[src/rtl/img_sram_pkg.sv]
// Types shared by the image SRAM clients: the SRAM request bundle, the 3x3 window
// type handed to the convolution core, and the window reader FSM states.
package img_sram_pkg;

    localparam int IMG_ADDR_W   = 14;
    localparam int IMG_MAX_COLS = 128;

    typedef struct packed {
        logic                  en;
        logic                  we;
        logic [IMG_ADDR_W-1:0] addr;
        logic [7:0]            din;
    } img_sram_ctrl_t;

    typedef logic [0:2][0:2][7:0] win3_t;

    typedef enum logic [1:0] {
        ST_IDLE,
        ST_RUN,
        ST_DRAIN
    } win_state_e;

endpackage

[src/rtl/img_line_buffer.sv]
// Circular byte delay line of programmable length: dout is the byte written `len`
// shifts ago. Used to recover the pixel one image row above the incoming one.
module img_line_buffer
    import img_sram_pkg::*;
#(
    parameter int MAX_COLS = IMG_MAX_COLS
) (
    input  logic       clk,
    input  logic       rstn,
    input  logic       clear,
    input  logic       shift,
    input  logic [7:0] len,
    input  logic [7:0] din,
    output logic [7:0] dout
);

    localparam int PTR_W = (MAX_COLS > 1) ? $clog2(MAX_COLS) : 1;

    logic [7:0]       mem [MAX_COLS];
    logic [PTR_W-1:0] ptr;
    logic             wrap;

    assign wrap = (ptr == PTR_W'(len - 8'd1));
    assign dout = mem[ptr];

    // Storage holds no state that matters before it has been written, so it has no reset.
    always_ff @(posedge clk) begin
        if (shift) begin
            mem[ptr] <= din;
        end
    end

    always_ff @(posedge clk or negedge rstn) begin
        if (!rstn) begin
            ptr <= '0;
        end else if (clear) begin
            ptr <= '0;
        end else if (shift) begin
            ptr <= wrap ? '0 : ptr + PTR_W'(1);
        end
    end

endmodule

[src/rtl/img_window_reader.sv]
// Raster-scans the image SRAM and streams every interior 3x3 window to the conv core.
// Optional build macro IMG_WIN_LAST_EN adds the win_eol / win_eof row and frame markers.
module img_window_reader
    import img_sram_pkg::*;
#(
    parameter int MAX_COLS = IMG_MAX_COLS,
    parameter int ADDR_W   = IMG_ADDR_W
) (
    input  logic           clk,
    input  logic           rstn,
    input  logic           en,
    input  logic [7:0]     nrows,
    input  logic [7:0]     ncols,
    output logic           busy,
    output img_sram_ctrl_t sram_ctrl,
    input  logic [7:0]     sram_dout_in,
    output logic           win_valid,
    input  logic           win_ready,
    output win3_t          win_data
`ifdef IMG_WIN_LAST_EN
    ,
    output logic           win_eol,
    output logic           win_eof
`endif
);

    win_state_e        state, next_state;
    logic [7:0]        rows_q, cols_q;
    logic [ADDR_W-1:0] rd_addr, last_addr;
    logic              rd_en, rd_pending;
    logic [7:0]        skid_q;
    logic              skid_valid;
    logic [7:0]        proc_r, proc_c;
    logic [7:0]        px, lb1_out, lb2_out;
    win3_t             win_q, win_next, out_data;
    logic              out_valid, out_last;
    logic              start, stall, last_read, proc_en, is_win, is_last_px, last_accept;

    assign start       = (state == ST_IDLE) && en && (nrows >= 8'd3) && (ncols >= 8'd3);
    assign stall       = out_valid && !win_ready;
    assign last_read   = (rd_addr == last_addr);
    // A pixel is consumed from the skid first; the skid only fills while the output is stalled.
    assign proc_en     = (skid_valid || rd_pending) && !stall;
    assign px          = skid_valid ? skid_q : sram_dout_in;
    assign is_win      = (proc_r >= 8'd2) && (proc_c >= 8'd2);
    assign is_last_px  = (proc_r == rows_q - 8'd1) && (proc_c == cols_q - 8'd1);
    assign last_accept = out_valid && win_ready && out_last;

    always_ff @(posedge clk or negedge rstn) begin
        if (!rstn) begin
            state <= ST_IDLE;
        end else begin
            state <= next_state;
        end
    end

    always_comb begin
        next_state = state;
        case (state)
            ST_IDLE:  if (start)                 next_state = ST_RUN;
            ST_RUN:   if (rd_en && last_read)    next_state = ST_DRAIN;
            ST_DRAIN: if (last_accept)           next_state = ST_IDLE;
            default:                             next_state = ST_IDLE;
        endcase
    end

    always_comb begin
        busy  = (state != ST_IDLE);
        rd_en = (state == ST_RUN) && !stall;
    end

    always_comb begin
        sram_ctrl      = '0;
        sram_ctrl.en   = rd_en;
        sram_ctrl.addr = IMG_ADDR_W'(rd_addr);
    end

    // Newest column enters on the right: rows r-2, r-1 from the line buffers, row r from SRAM.
    always_comb begin
        win_next = win_q;
        for (int i = 0; i < 3; i++) begin
            for (int j = 0; j < 2; j++) begin
                win_next[i][j] = win_q[i][j+1];
            end
        end
        win_next[0][2] = lb2_out;
        win_next[1][2] = lb1_out;
        win_next[2][2] = px;
    end

    img_line_buffer #(.MAX_COLS(MAX_COLS)) u_lb_row1 (
        .clk   (clk),
        .rstn  (rstn),
        .clear (start),
        .shift (proc_en),
        .len   (cols_q),
        .din   (px),
        .dout  (lb1_out)
    );

    img_line_buffer #(.MAX_COLS(MAX_COLS)) u_lb_row2 (
        .clk   (clk),
        .rstn  (rstn),
        .clear (start),
        .shift (proc_en),
        .len   (cols_q),
        .din   (lb1_out),
        .dout  (lb2_out)
    );

    // The frame size wraps to zero in ADDR_W bits for a full 128x128 image; minus one still lands on the last address.
    always_ff @(posedge clk or negedge rstn) begin
        if (!rstn) begin
            rows_q     <= '0;
            cols_q     <= '0;
            last_addr  <= '0;
            rd_addr    <= '0;
            rd_pending <= 1'b0;
            skid_q     <= '0;
            skid_valid <= 1'b0;
            proc_r     <= '0;
            proc_c     <= '0;
            win_q      <= '0;
        end else if (start) begin
            rows_q     <= nrows;
            cols_q     <= ncols;
            last_addr  <= ADDR_W'(ADDR_W'(nrows) * ADDR_W'(ncols) - ADDR_W'(1));
            rd_addr    <= '0;
            rd_pending <= 1'b0;
            skid_valid <= 1'b0;
            proc_r     <= '0;
            proc_c     <= '0;
        end else begin
            rd_pending <= rd_en;
            if (rd_en && !last_read) begin
                rd_addr <= rd_addr + ADDR_W'(1);
            end
            if (proc_en) begin
                skid_valid <= 1'b0;
            end
            if (rd_pending && stall) begin
                skid_q     <= sram_dout_in;
                skid_valid <= 1'b1;
            end
            if (proc_en) begin
                win_q <= win_next;
                if (proc_c == cols_q - 8'd1) begin
                    proc_c <= '0;
                    proc_r <= proc_r + 8'd1;
                end else begin
                    proc_c <= proc_c + 8'd1;
                end
            end
        end
    end

    always_ff @(posedge clk or negedge rstn) begin
        if (!rstn) begin
            out_valid <= 1'b0;
            out_data  <= '0;
            out_last  <= 1'b0;
        end else begin
            if (out_valid && win_ready) begin
                out_valid <= 1'b0;
            end
            if (proc_en && is_win) begin
                out_valid <= 1'b1;
                out_data  <= win_next;
                out_last  <= is_last_px;
            end
        end
    end

    assign win_valid = out_valid;
    assign win_data  = out_data;

`ifdef IMG_WIN_LAST_EN
    logic eol_q, eof_q;

    always_ff @(posedge clk or negedge rstn) begin
        if (!rstn) begin
            eol_q <= 1'b0;
            eof_q <= 1'b0;
        end else if (proc_en && is_win) begin
            eol_q <= (proc_c == cols_q - 8'd1);
            eof_q <= is_last_px;
        end
    end

    assign win_eol = out_valid && eol_q;
    assign win_eof = out_valid && eof_q;
`endif

endmodule
[config.mk]
export PLATFORM = sky130hd
export DESIGN_NAME = img_window_reader
export DESIGN_NICKNAME = d
export VERILOG_FILES = /design/src/rtl/img_sram_pkg.sv /design/src/rtl/img_line_buffer.sv /design/src/rtl/img_window_reader.sv
export SDC_FILE = /design/constraint.sdc
export NUM_CORES = 2
export LEC_CHECK = 0
export CAP_MARGIN = 40
export CORE_MARGIN = 5
export CORE_UTILIZATION = 56
export DETAILED_ROUTE_END_ITERATION = 16
export PLACE_DENSITY_LB_ADDON = 0.1
export SLEW_MARGIN = 0
export SYNTH_ARGS = -nofsm -noshare
export SYNTH_HDL_FRONTEND = slang
export SYNTH_SLANG_ARGS = --single-unit
export TNS_END_PERCENT = 10
[constraint.sdc]
create_clock -name clk -period 7.2 [get_ports clk]
set_input_delay 1.8 -clock clk [delete_from_list [all_inputs] [get_ports clk]]
set_output_delay 1.8 -clock clk [all_outputs]
set_load 0.05 [all_outputs]
==> impl_metrics.json <==
{
  "status": "finished clean",
  "ys.flop_type": "edfxtp_1",
  "final_cells": 7976,
  "async_flop_share": 0.0922,
  "cp-end-kind": "flop",
  "fin_nets": 5725,
  "r2r_start": "u_lb_row1.ptr[2]",
  "min_from": "win_data[48]",
  "routedWlPerCell_um": 32.0,
  "dr.pass1.iters": 8,
  "setup_viol": 0,
  "slew_headroom": 0.357,
  "synth_largest_area_cell": "edfxtp_1",
  "ioPinCount": 126,
  "p_comb_frac": 0.356,
  "postPlaceCellArea_um2": 96600,
  "vdd_drop_max_mv": 0.664,
  "max_freq_mhz": 171,
  "grt_pass1_wl_um": 372000,
  "powerDensity_nw_per_um2": 452,
  "fin_crit_sh": 0.810,
  "grt_pass1_vias": 51900,
  "drc": 0,
  "avgSynthCellArea_um2": 17.2,
  "gp_congestion": 0.902,
  "holdPathEnd": "win_data[48]",
  "grt-ovfl-total": 0,
  "drv_cap": 0,
  "hold_class": "flop to flop",
  "rsz0062_at_grt": "false",
  "fillers": 11400,
  "syn-instance-count": 5345,
  "critPathRequiredTime_ns": 7.94,
  "chipWidth_um": 415,
  "p_switching_w": 0.0171,
  "cts_buffer_depth": 3,
  "finalCriticalPeriod_ns": 5.83,
  "synth_area_um2": 91800,
  "root_buffer": "clkbuf_16",
  "seqPwrFrac": 0.398,
  "ys_ff_latch": 2256,
  "rows": 148,
  "cts_tree": "built",
  "drt_iter0_drc": 7461,
  "antenna_found_initial": 7,
  "finalSetupTns_ns": 0,
  "worstHoldPathCells": 2,
  "worstSetupPathType": "input port to flop",
  "numCtsBuffers": 220,
  "r2r_cells": 9,
  "ant_nets": 0,
  "r2r-end": "u_lb_row2.mem[3][3]",
  "mostFrequentLayoutCell": "edfxtp_1",
  "clock_latency_ns": 0.87,
  "synth_top_area_frac": 0.670,
  "start_util": 0.564,
  "dieArea_um2": 172000,
  "numClockSinks": 2256,
  "pre_cts_slack_ns": 0.603,
  "r2r_setup_slack_ns": 1.99,
  "yosysWarnings": 0,
  "grtUsageTotal": 0.293,
  "mostFrequentLayoutCells": "edfxtp_1 (2048), nor2_1 (365), nand2_1 (282)",
  "dp.cells": 7563,
  "crit_path_start_kind": "input port",
  "crit_arrival_ns": 6.57,
  "synth_edf_count": 2048,
  "fin_ws_ns": 1.37,
  "holdBufCountCts": 0,
  "worstMarginPinSlew_ns": 0.961,
  "dp_hpwl_um": 158000,
  "critPathMaxFanout": 10,
  "viasPerCell": 6.60,
  "path_clk_slew_ns": 0.06,
  "ctsResizeCount": 0,
  "htree_levels": 4,
  "swShare": 0.365,
  "yosysUniqueCellTypes": 88,
  "syn_to_final_growth_pct": 13.1,
  "die_h_um": 415,
  "skew_ns": 0.0558,
  "hold_viol": 0,
  "portBuffers": 116,
  "layout-drive-gt1-share": 0.206,
  "design_area_um2": 104000,
  "ys_seq_area_frac": 0.726,
  "p_leak_nw": 35.0,
  "internal-power_w": 0.0298,
  "synth.area.top_cells": "edfxtp_1 (67%), mux4_2 (6.2%), dfrtp_1 (5.7%)",
  "clock_power_share": 0.247,
  "vias": 52600,
  "core_um2": 163000,
  "grt_max_degree": 131,
  "utilization": 0.637,
  "maxSlewViolCount": 0,
  "post_cts_buffers": 0,
  "routed_wl_um": 255000
}
==> per-stage QoR <==
step	power (W)	hold slack [ns]
6_report	0.0469	0.486
5_1_grt	0.0485	0.509
4_1_cts	0.0469	0.486
3_5_place_dp	0.0355	0.473
3_3_place_gp	0.0351	0.467
2_1_floorplan	0.0288	0.439
==> metal layers <==
metal	GRT usage	share of wire	wire length, um
met5	0	0.00012	31
met2	0.444	0.46	117000
met1	0.421	0.40	101000
met3	0.0645	0.099	25400
met4	0.118	0.047	12000
==> worst max-delay path by stage <==
| stage | slack [ns] | to | start |
|---|---|---|---|
| 6_report | 1.37 | last_addr[10] | nrows[4] |
| 5_1_grt | 1.09 | last_addr[10] | nrows[4] |
| 4_1_cts | 1.46 | last_addr[10] | nrows[4] |
| 3_5_place_dp | 0.60 | last_addr[10] | nrows[4] |
| 3_3_place_gp | 0.64 | last_addr[10] | nrows[5] |
| 2_1_floorplan | 1.47 | last_addr[10] | nrows[4] |
==> flip-flops by register name (all words and copies together), names as in the netlist, 14 cells and up <==
name           count
last_addr         14
rd_addr           14
u_lb_row1.mem   1024
u_lb_row2.mem   1024
win_data          72
win_next          48
==> cell type report <==
| class | instances | area [um2] | area share |
|---|---|---|---|
| antenna | 1 | 2.50 | 0.0000241 |
| tap | 2175 | 2720 | 0.0262 |
| timing repair buffer | 407 | 3630 | 0.0349 |
| multi-input combinational | 2625 | 23100 | 0.223 |
| clock inverter | 132 | 1350 | 0.0130 |
| clock buffer | 273 | 5880 | 0.0566 |
| inverter | 107 | 423 | 0.00407 |
| sequential | 2256 | 66700 | 0.643 |
==> critical path, stage by stage <==
cell             delay, ns
clkdlybuf4s50_1       0.82
nand2_1               0.17
fa_1                  0.57
inv_1                 0.05
ha_1                  0.29
fa_1                  0.53
inv_1                 0.06
fa_1                  0.49
inv_1                 0.05
ha_1                  0.32
nor2b_1               0.14
o21ai_0               0.20
a21boi_0              0.18
o31a_1                0.31
o21a_1                0.19
o21a_1                0.16
o31ai_1               0.23
==> synth_stat cells, types with 16 or more instances <==
master    count
a221o_1      62
nand2_1     286
edfxtp_1   2048
xor2_1       31
o211ai_1     20
xnor2_1      35
dfrtp_1     208
nand2b_1     17
and3_1       25
a22o_1       27
mux2i_1     153
a21oi_1     101
nand3_1      55
and2_1       37
nor2b_1      24
clkbuf_1    179
mux4_2      251
o22ai_1      67
a22oi_1      95
buf_2        99
nand4_1      28
a211oi_1     16
o21ai_0     114
nor4_1       26
nor2_1      369
a21o_1       18
fa_1         41
buf_1        29
ha_1         39
a221oi_1    145
mux2_2      266
inv_1       105
o221ai_1     24
buf_4        41
nor3_1       39
a31oi_1      27
==> power groups by stage <==
stage,Sequential (W),Combinational (W),Clock (W)
detailed placement,0.0189,0.0165,0
floorplan,0.0196,0.00925,0
CTS,0.0187,0.0166,0.0117
finish,0.0187,0.0167,0.0116
global route,0.0187,0.0175,0.0123
global placement,0.0189,0.0162,0
==> cells by family (layout without fill, tap and decap cells) <==
family | Yosys count | count (layout) | synth area share
and+or+nand+nor | 956 | 956 | 0.0469
DFF | 2256 | 2256 | 0.726
muxes | 680 | 680 | 0.113
xor gates and xnor gates | 77 | 77 | 0.00899
buffers and inverters | 472 | 919 | 0.0240
AOI/OAI and AO/OA | 823 | 823 | 0.0661
other | 1 | 10 | 0.0000408
adders and majority gates | 80 | 80 | 0.0143
(Power assumes the default switching activity.)
